$ cat src/rtl/raster_sampler.sv
// -----------------------------------------------------------------------------
// raster_sampler
//
// Raster-scan sequencer placed directly upstream of the RAM shim. It walks X/Y
// position counters across a line_len x line_cnt grid, X fastest. At each point
// it:
//   1. waits a settle time,
//   2. runs one ADC conversion over a 4-phase handshake,
//   3. pushes the sample to the shim over a 4-phase handshake.
// The scan stalls while the shim withholds its acknowledge, so no sample is
// lost under back-pressure.
//
// Ports:
//   clk           system clock
//   rst           synchronous reset, active-low
//   start         level: 1 runs a scan; 0 aborts a scan or acknowledges done
//   line_len      samples per line     (captured when a scan starts)
//   line_cnt      lines per scan       (captured when a scan starts)
//   settle        settle cycles/point  (captured when a scan starts)
//   x_pos, y_pos  current grid position (drive the X/Y DACs)
//   adc_arm       ADC conversion request
//   adc_finished  ADC conversion done; adc_data is valid while it is high
//   adc_data      ADC result
//   data          sample presented to the shim
//   data_commit   shim write request
//   finished      shim write acknowledge
//   busy          scan in progress
//   done          scan completed normally; held until start drops
// -----------------------------------------------------------------------------
module raster_sampler #(
  parameter int DAT_WID    = 24,
  parameter int CNT_WID    = 16,
  parameter int SETTLE_WID = 16
) (
  input  logic                  clk,
  input  logic                  rst,
  input  logic                  start,
  input  logic [CNT_WID-1:0]    line_len,
  input  logic [CNT_WID-1:0]    line_cnt,
  input  logic [SETTLE_WID-1:0] settle,
  output logic [CNT_WID-1:0]    x_pos,
  output logic [CNT_WID-1:0]    y_pos,
  output logic                  adc_arm,
  input  logic                  adc_finished,
  input  logic [DAT_WID-1:0]    adc_data,
  output logic [DAT_WID-1:0]    data,
  output logic                  data_commit,
  input  logic                  finished,
  output logic                  busy,
  output logic                  done
);

  localparam logic [2:0] S_IDLE           = 3'd0;
  localparam logic [2:0] S_SETTLE         = 3'd1;
  localparam logic [2:0] S_MEASURE        = 3'd2;
  localparam logic [2:0] S_MEAS_RELEASE   = 3'd3;
  localparam logic [2:0] S_COMMIT         = 3'd4;
  localparam logic [2:0] S_COMMIT_RELEASE = 3'd5;
  localparam logic [2:0] S_ADVANCE        = 3'd6;
  localparam logic [2:0] S_DONE           = 3'd7;

  logic [2:0]            state;
  // Grid limits are stored as "last index" so ADVANCE compares directly.
  logic [CNT_WID-1:0]    x_last;
  logic [CNT_WID-1:0]    y_last;
  logic [SETTLE_WID-1:0] settle_q;
  logic [SETTLE_WID-1:0] settle_cnt;

  // NOTE: reset is tested inside the clocked block, so it is synchronous; every
  // register, including the captured configuration, gets a defined value.
  always_ff @(posedge clk) begin
    if (!rst) begin
      state       <= S_IDLE;
      x_pos       <= '0;
      y_pos       <= '0;
      adc_arm     <= 1'b0;
      data        <= '0;
      data_commit <= 1'b0;
      busy        <= 1'b0;
      done        <= 1'b0;
      x_last      <= '0;
      y_last      <= '0;
      settle_q    <= '0;
      settle_cnt  <= '0;
    end else begin
      // NOTE: non-blocking assignments throughout, so every branch reads the
      // values registered at the previous edge, independent of statement order.
      case (state)
        S_IDLE: begin
          if (start && !done) begin
            x_pos <= '0;
            y_pos <= '0;
            if (line_len == '0 || line_cnt == '0) begin
              // Empty grid: report completion without touching ADC or shim.
              busy  <= 1'b0;
              done  <= 1'b1;
              state <= S_DONE;
            end else begin
              // The zero check above keeps these subtractions from wrapping.
              x_last     <= line_len - CNT_WID'(1);
              y_last     <= line_cnt - CNT_WID'(1);
              settle_q   <= settle;
              settle_cnt <= settle;
              busy       <= 1'b1;
              state      <= S_SETTLE;
            end
          end
        end

        S_SETTLE: begin
          if (!start) begin
            // Abort is safe here: no handshake is in flight.
            x_pos <= '0;
            y_pos <= '0;
            busy  <= 1'b0;
            state <= S_IDLE;
          end else if (settle_cnt != '0) begin
            settle_cnt <= settle_cnt - SETTLE_WID'(1);
          end else if (!adc_finished) begin
            // Only arm once the ADC has released its previous acknowledge.
            adc_arm <= 1'b1;
            state   <= S_MEASURE;
          end
        end

        S_MEASURE: begin
          if (adc_finished) begin
            data    <= adc_data;
            adc_arm <= 1'b0;
            state   <= S_MEAS_RELEASE;
          end
        end

        S_MEAS_RELEASE: begin
          // data_commit only rises after adc_arm has dropped, so the two
          // requests never overlap.
          if (!adc_finished) begin
            data_commit <= 1'b1;
            state       <= S_COMMIT;
          end
        end

        S_COMMIT: begin
          // Unbounded wait: a full shim FIFO simply stretches this state.
          if (finished) begin
            data_commit <= 1'b0;
            state       <= S_COMMIT_RELEASE;
          end
        end

        S_COMMIT_RELEASE: begin
          if (!finished) begin
            state <= S_ADVANCE;
          end
        end

        S_ADVANCE: begin
          if (!start) begin
            x_pos <= '0;
            y_pos <= '0;
            busy  <= 1'b0;
            state <= S_IDLE;
          end else if (x_pos != x_last) begin
            x_pos      <= x_pos + CNT_WID'(1);
            settle_cnt <= settle_q;
            state      <= S_SETTLE;
          end else begin
            x_pos <= '0;
            if (y_pos == y_last) begin
              y_pos <= '0;
              busy  <= 1'b0;
              done  <= 1'b1;
              state <= S_DONE;
            end else begin
              y_pos      <= y_pos + CNT_WID'(1);
              settle_cnt <= settle_q;
              state      <= S_SETTLE;
            end
          end
        end

        S_DONE: begin
          // Holding here until start drops forces a 0->1 edge for a new scan.
          if (!start) begin
            done  <= 1'b0;
            state <= S_IDLE;
          end
        end

        default: state <= S_IDLE;
      endcase
    end
  end

endmodule

$ cat config.mk
export PLATFORM = sky130hd
export DESIGN_NAME = raster_sampler
export DESIGN_NICKNAME = d
export VERILOG_FILES = /design/src/rtl/raster_sampler.sv
export SDC_FILE = /design/constraint.sdc
export NUM_CORES = 1
export LEC_CHECK = 0
export BUFFER_PORTS_ARGS = -buffer_cell sky130_fd_sc_hd__buf_2
export CAP_MARGIN = 20
export CORE_MARGIN = 1.5
export CORE_UTILIZATION = 30
export CTS_CLUSTER_SIZE = 12
export DETAILED_ROUTE_END_ITERATION = 16
export PLACE_DENSITY_LB_ADDON = 0.05
export SLEW_MARGIN = 30
export SYNTH_ARGS = -nofsm -noshare
export SYNTH_HDL_FRONTEND = slang
export SYNTH_SLANG_ARGS = --single-unit
$ cat constraint.sdc
create_clock -name clk -period 3.4 [get_ports clk]
set_input_delay 0.68 -clock clk [delete_from_list [all_inputs] [get_ports clk]]
set_output_delay 0.68 -clock clk [all_outputs]
set_load 0.02 [all_outputs]
## Yosys cells after proc, flatten, opt, wreduce, memory -nomap -nowiden

Index checks and enable logic that the tools add are counted.

- Register bits after elaboration: 127
- Word-level logic and storage cells: 120

- Reductions and logical operators: 21
- Add/subtract/negate cells: 5
- Equality and inequality tests: 30
- Mux-type cells: 51
- Bitwise gates (word level): 1

Operators by type and width:

| cell | count |
|---|---|
| $mux W16 | 14 |
| $pmux W16 S3 | 3 |
| $sub A16 B1 Y16 const B | 3 |
| $mux W3 | 13 |
| $add A16 B1 Y16 const B | 2 |
| $logic_not A16 Y1 | 2 |
| $ne A2 B2 Y1 const B | 16 |
| $pmux W3 S8 | 1 |
| $eq A16 B16 Y1 | 1 |
| $mux W1 | 16 |
| $ne A16 B16 Y1 | 1 |
| $reduce_bool A16 Y1 | 1 |
| $ne A3 B3 Y1 const B | 5 |
| $reduce_and A7 Y1 | 2 |
| $eq A3 B3 Y1 const B | 4 |
| $reduce_and A5 Y1 | 2 |
| $reduce_and A3 Y1 | 3 |
| $reduce_and A8 Y1 | 1 |
| $eq A3 B2 Y1 const B | 2 |
| $pmux W1 S3 | 2 |
| $reduce_bool A3 Y1 | 2 |
| $pmux W1 S2 | 2 |
| $reduce_and A4 Y1 | 1 |
| $reduce_bool A2 Y1 | 2 |
| 7 further kinds | 7 |

## Logic depth before layout (Yosys ltp)

Gate-level depths: netlist (run 1).

- Depth in word-level cells: 5
- Mapped depth: 9
- Gate-level depth less buffers: 8

## Least setup slack after synthesis (run 1)

OpenSTA, ideal clock, no wires.

- Path type: input -> register
- From: in line_cnt[0]
- To: reg settle_cnt[6]
- Setup time: 0.089 ns
- Slack: 0.773 ns
- Cell stages on the path: 9
- Path buffers: 1
- Arrival time: 2.539 ns
- Path through: inv_1 -> ha_1 -> nor3b_1 -> and4_1 -> or4b_1 -> a21oi_2 -> buf_6 -> a21oi_1 -> a311oi_2

- Longest elaborated chain between the ends: 4

RTL lines:

| item | RTL line | source |
|---|---|---|
| from (decl) | 39 | `input logic [CNT_WID-1:0] line_cnt,` |
| $logic_not A16 Y1 | 93 | `if (line_len == '0 \|\| line_cnt == '0) begin` |
| $logic_or A1 B1 Y1 | 93 |  |
| $ne A2 B2 Y1 (no line) | - |  |
| $reduce_and A7 Y1 (no line) | - |  |
| to (signal assigned) | 103 | `settle_cnt <= settle;` |
| to (signal assigned) | 118 | `settle_cnt <= settle_cnt - SETTLE_WID'(1);` |
| to (signal assigned) | 165 | `settle_cnt <= settle_q;` |
| to (decl) | 67 | `logic [SETTLE_WID-1:0] settle_cnt;` |

Every way passes these cells.
A chain may end at the register's enable or synchronous reset.

## Worst setup path after layout (run 1)

- From: reg state[1]
- To: reg x_pos[1]

- Longest elaborated chain between the ends: 3

RTL lines:

| item | RTL line | source |
|---|---|---|
| from (decl) | 62 | `logic [2:0] state;` |
| from (signal assigned) | 73 | `state <= S_IDLE;` |
| from (signal assigned) | 97 | `state <= S_DONE;` |
| from (signal assigned) | 105 | `state <= S_SETTLE;` |
| $eq A3 B1 Y1, or another cell as far along | 88 | `case (state)` |
| $ne A2 B2 Y1 (no line) / $reduce_bool A3 Y1 (equally long branches) | - |  |
| $reduce_and A3 Y1 (no line) | - |  |
| to (signal assigned) | 164 | `x_pos <= x_pos + CNT_WID'(1);` |
| to (decl) | 41 | `output logic [CNT_WID-1:0] x_pos,` |

Parallel ways exist; a longest one is shown, timed or not.

==> results of run 1 <==
state kept, by name, summed over array words and instances (netlist names):
signal       count
data            24
settle_cnt      16
settle_q        16
x_last          16
x_pos           16
y_last          16
y_pos           16
state            3
adc_arm          1
busy             1
data_commit      1
done             1
routing by layer:
metal	vias up	GRT usage	part of all wire
met2	126	0.265	0.44
met5	-	0	0
met3	17	0.0352	0.046
met1	2800	0.242	0.50
li1	3130	-	-
met4	0	0.0505	0.012
critical path, stage by stage, from the launching register on:
cell and delay, ns:
dfxtp_1 0.50, nand2_1 0.16, nor2_1 0.39, nand2_1 0.35, o21ai_1 0.58, nand2_1 0.52
a21oi_1 0.24
through the flow:
| stage | hold slack [ns] | setup WS [ns] | instances | utilization | total power (uW) |
|---|---|---|---|---|---|
| floorplan | 0.436 | 0.773 | 809 | - | 3480 |
| global placement | 0.440 | 0.466 | 1194 | 0.357 | 4110 |
| detailed placement | 0.446 | 0.424 | 1194 | 0.357 | 4100 |
| CTS | 0.455 | 0.587 | 1226 | 0.386 | 6010 |
| global route | 0.468 | 0.204 | 1226 | 0.386 | 6360 |
| finish | 0.451 | 0.593 | 1226 | 0.386 | 5920 |
power breakdown:
part / internal [uW] / total (uW) / switching, uW
clock: 1170 / 1870 / 696
combinational: 807 / 2000 / 1190
sequential: 1770 / 2050 / 274
total: 3750 / 5920 / 2160
synth_stat cells (3+ instances only):
cell type and n:
a211oi_1 31, a21oi_1 82, a221oi_1 11, a311oi_1 8, a311oi_2 13, and2_1 3
and3_1 3, and4_1 4, buf_1 3, clkbuf_1 37, dfxtp_1 127, ha_1 7
inv_1 19, mux2i_1 5, nand2_1 118, nand2b_1 3, nand3_1 15, nand3b_1 4
nand4_1 11, nor2_1 98, nor2b_1 4, nor3_1 21, nor3b_1 3, nor4_1 11
o2111ai_1 3, o211ai_1 5, o21ai_0 14, o31ai_1 7, or2_2 5, or3_1 9
or4_1 7, xnor2_1 65, xor2_1 28
logic make-up after synthesis:
family	after synthesis
xor+xnor	93
buf+inv	64
flops	127
fa+ha+maj	7
simple gates	326
mux	5
compound gates	187
final timing paths:
path / startpoint / end / slack, ns / cells after the start
setup / recovery: state[1]$_SDFFE_PN0P_ / x_pos[1]$_SDFFE_PN0P_ / 0.59 / 6
hold / removal: data[21]$_SDFFE_PN0P_ / data[21]$_SDFFE_PN0P_ / 0.45 / 2
setup reg to reg: state[1]$_SDFFE_PN0P_ / x_pos[1]$_SDFFE_PN0P_ / 0.59 / 6
hold reg to reg: data[21]$_SDFFE_PN0P_ / data[21]$_SDFFE_PN0P_ / 0.45 / 2
cell type report:
cell class | instances | area share
Multi-Input combinational cell | 618 | 0.461
Sequential cell | 127 | 0.311
Timing Repair Buffer | 154 | 0.103
Clock buffer | 19 | 0.0541
Tap cell | 275 | 0.0420
Clock inverter | 13 | 0.0202
Inverter | 20 | 0.00933
==> flow_summary.json, run 1 <==
{
  "synth_edf_count": 0,
  "critPathArrivalTime_ns": 3.14,
  "cts_buffer_depth": 2,
  "synth_compound_area_frac": 0.199,
  "tritoncts": "yes",
  "start_util": 0.309,
  "vias": 6073,
  "cap_violations": 0,
  "synthFlopType": "dfxtp_1",
  "synth_cell_types": 53,
  "muxShareOfSynthArea": 0.00763,
  "synth_nets": 893,
  "synthArstFlopShare": 0,
  "fmaxAchievable_mhz": 356,
  "rsz0062_at_grt": "no",
  "grt_max_degree": 42,
  "crit_type": "reg2reg",
  "slew_viol_final": 0,
  "postLayoutCellArea_mm2": 0.00818,
  "avgSynthCellArea_um2": 8.11,
  "die_y_um": 151,
  "synth_simple_gate_area_share": 0.229,
  "relSlewSlack": 0.490,
  "setup_violations": 0,
  "grt.total_usage": 0.172,
  "cp_max_fo": 16,
  "cp-end-kind": "flip-flop",
  "synth_largest_area_cell": "dfxtp_1",
  "tns_ns": 0,
  "htreeDepth": 4,
  "cts_resized": 0,
  "overflow": 0,
  "root_buffer": "clkbuf_16",
  "numCtsBuffers": 17,
  "drc_errors": 0,
  "multi_input_area_mm2": 0.00377,
  "regArea_mm2": 0.00254,
  "cts_sinks": 127,
  "power_density_mw_per_mm2": 723,
  "clk_latency_ns": 0.42,
  "finalCritPeriodShare": 0.826,
  "drt_iter0_drc": 276,
  "grt_pass1_vias": 5785,
  "synth_xor_area_frac": 0.124,
  "fin_nets": 1022,
  "start_kind": "flip-flop",
  "vias_per_cell": 4.95,
  "die_area_mm2": 0.0228,
  "rows": 53,
  "seq_area_frac_synth": 0.388,
  "clk_pin_slew_ns": 0.06,
  "cts_setup_buffers": 0,
  "antenna_cells": 0,
  "synth_cells": 809,
  "yosys.area_share.adder": 0.0134,
  "vdd_drop_max_mv": 0.390,
  "pin_count": 137,
  "ant_nets": 0,
  "synthTopCellsByArea": "dfxtp_1, xnor2_1, nand2_1",
  "drive_gt1_frac": 0.224,
  "outcome": "complete, no violations",
  "postRouteWirelength_um": 18800,
  "syn-cell-area_mm2": 0.00656,
  "finalHoldViolCount": 0,
  "final_cell_mix": "buf_2, dfxtp_1, nand2_1",
  "grt_pass1_wl_um": 30800,
  "cp_data_required_time_ns": 3.73,
  "cts_hold_buf": 0,
  "synth_seq_cells": 127,
  "antenna_found_initial": 0,
  "p_leak_uw": 0.00305,
  "firstDrtPassIters": 5,
  "ys_warn_count": 0,
  "area_growth_pct": 24.8,
  "synth_top_family_by_area": "simple AND/OR/NAND/NOR gates",
  "finalClockSkew_ns": 0.00976,
  "fillCellCount": 2281,
  "min_path_type": "reg2reg",
  "gp_congestion": 0.781,
  "placed_cell_area_mm2": 0.00757,
  "dp_hpwl_um": 13700,
  "core_mm2": 0.0212,
  "synth_top_area_share": 0.388,
  "wl_per_cell_um": 15.3,
  "die_width_um": 151,
  "port_buffers": 136,
  "period_needed_ns": 2.81,
  "layout_commonest_cell": "buf_2",
  "tightest_slew_ns": 0.758
}
Note: power is estimated with default switching activity, not from simulation.
==> inputs of run 2 (changes only) <==
==> constraint.sdc (replaced) <==
create_clock -name clk -period 2.8 [get_ports clk]
set_input_delay 0.56 -clock clk [delete_from_list [all_inputs] [get_ports clk]]
set_output_delay 0.56 -clock clk [all_outputs]
set_load 0.02 [all_outputs]
==> flow_summary.json, run 2 (synthesis results as in run 1) <==
{
  "antenna_cells": 0,
  "wl_per_cell_um": 15.3,
  "antenna_found_initial": 0,
  "cts_setup_buffers": 0,
  "start_util": 0.309,
  "gp_congestion": 0.787,
  "firstDrtPassIters": 4,
  "clk_pin_slew_ns": 0.06,
  "clk_latency_ns": 0.42,
  "core_mm2": 0.0212,
  "die_width_um": 151,
  "vdd_drop_max_mv": 0.500,
  "die_area_mm2": 0.0228,
  "area_growth_pct": 27.0,
  "critPathArrivalTime_ns": 2.90,
  "cap_violations": 0,
  "r2r_end": "settle_cnt[12]$_SDFFE_PN0P_",
  "cts_resized": 0,
  "postLayoutCellArea_mm2": 0.00833,
  "regArea_mm2": 0.00254,
  "dp_hpwl_um": 14100,
  "fin_util": 0.392,
  "cp_data_required_time_ns": 3.14,
  "ant_nets": 0,
  "switching_share": 0.370,
  "multi_input_area_mm2": 0.00377,
  "htreeDepth": 4,
  "p_switching_uw": 2670,
  "hp-start": "line_len[0]",
  "root_buffer": "clkbuf_16",
  "slew_viol_final": 0,
  "postRouteWirelength_um": 19100,
  "cts_sinks": 127,
  "grt.total_usage": 0.172,
  "final_cell_mix": "buf_2, dfxtp_1, nand2_1",
  "period_needed_ns": 2.56,
  "wl_met2_um": 8530,
  "power_frac_comb": 0.361,
  "finalClockSkew_ns": 0.0112,
  "p_seq_frac": 0.335,
  "reg2reg_slack_ns": 0.24,
  "start_kind": "flip-flop",
  "drt-met1-wl_um": 9460,
  "finalCritPeriodShare": 0.915,
  "relSlewSlack": 0.600,
  "vias_per_cell": 4.94,
  "cts_buffer_depth": 2,
  "outcome": "complete, no violations",
  "tightest_slew_ns": 0.597,
  "fmaxAchievable_mhz": 390,
  "setup_violations": 0,
  "power.internal_uw": 4550,
  "numCtsBuffers": 17,
  "top_layer": "met4",
  "tns_ns": 0,
  "die_y_um": 151,
  "tritoncts": "yes",
  "crit_type": "reg2reg",
  "worstRegToRegCells": 9,
  "drt_iter0_drc": 248,
  "rows": 53,
  "pwr-share-clk": 0.304,
  "cp_max_fo": 27,
  "fin_cells": 1248,
  "rsz0062_at_grt": "no",
  "grt_pass1_wl_um": 30800,
  "met3RoutedLength_um": 924,
  "post-place-ws_ns": 0.0823,
  "grt_max_degree": 70,
  "power_density_mw_per_mm2": 867,
  "fin_nets": 1045,
  "cp-end-kind": "flip-flop",
  "largest_register_ffs": 24,
  "port_buffers": 136,
  "min_path_type": "in2reg",
  "layout_commonest_cell": "buf_2",
  "worst_slack_ns": 0.239,
  "pin_count": 137,
  "cts_hold_buf": 0,
  "p_leak_uw": 0.00315,
  "placed_cells": 1217,
  "fillCellCount": 2265,
  "min_path_cells": 2,
  "drive_gt1_frac": 0.242,
  "grt_pass1_vias": 5829,
  "hold_end": "x_last[0]$_SDFFE_PN0P_",
  "largest_register": "data",
  "drc_errors": 0,
  "placed_cell_area_mm2": 0.00775,
  "finalHoldViolCount": 0,
  "overflow": 0,
  "vias": 6168,
  "reg2reg_from": "settle_cnt[0]$_SDFFE_PN0P_"
}
-- run 2: cell types whose count changed in the layout (fill, tap and decap cells not counted), sizes merged --
cell	previous run	this run
buf	154	177
bufinv	3	2
clkbuf	19	18
clkinv	7	5
clkinvlp	4	6
inv	19	20
-- run 2: worst max-delay path, stage by stage (launching register included) --
cell and delay [ns]:
dfxtp_1 0.34, inv_1 0.07, ha_1 0.20, or4b_1 0.48, or4_4 0.49, o31ai_4 0.27
a21oi_2 0.07, buf_12 0.20, nand2_1 0.17, mux2i_1 0.19
-- run 2: power groups by stage --
stage	Clock, uW	Combinational [uW]	Sequential (uW)
6_report	2190	2610	2420
5_1_grt	2320	2920	2470
4_1_cts	2250	2640	2420
3_5_place_dp	0	2620	2460
3_3_place_gp	0	2640	2460
2_1_floorplan	0	1760	2470
-- run 2: area by class of cell --
class                      instances  share of cell area
inverter                          20             0.00916
sequential                       127               0.305
multi-input combinational        618               0.453
tap                              275              0.0413
timing repair buffer             177               0.122
clock buffer                      18              0.0527
clock inverter                    13              0.0170
-- run 2: worst max path at each step --
stage,startpoint,to,slack (ns),cells after the start
after CTS,settle_cnt[0]$_SDFFE_PN0P_,settle_cnt[3]$_SDFFE_PN0P_,0.23,9
after detailed placement,line_len[0],settle_cnt[13]$_SDFFE_PN0P_,0.08,10
after floorplan,line_cnt[0],settle_cnt[6]$_SDFFE_PN0P_,0.29,9
after global placement,line_cnt[0],settle_cnt[15]$_SDFFE_PN0P_,0.12,10
after global routing,settle_cnt[0]$_SDFFE_PN0P_,state[2]$_SDFFE_PN0P_,0.08,8
final,settle_cnt[0]$_SDFFE_PN0P_,settle_cnt[12]$_SDFFE_PN0P_,0.24,9
-- run 2: layer usage --
layer / up-vias / GRT usage
met3: 17 / 0.0398
met4: 0 / 0.0490
met1: 2863 / 0.237
met5: - / 0
li1: 3161 / -
met2: 127 / 0.268
-- run 2: per-stage QoR --
step | total power [uW] | hold WS [ns]
6_report | 7220 | 0.367
5_1_grt | 7710 | 0.364
4_1_cts | 7310 | 0.346
3_5_place_dp | 5080 | 0.446
3_3_place_gp | 5100 | 0.440
2_1_floorplan | 4230 | 0.436
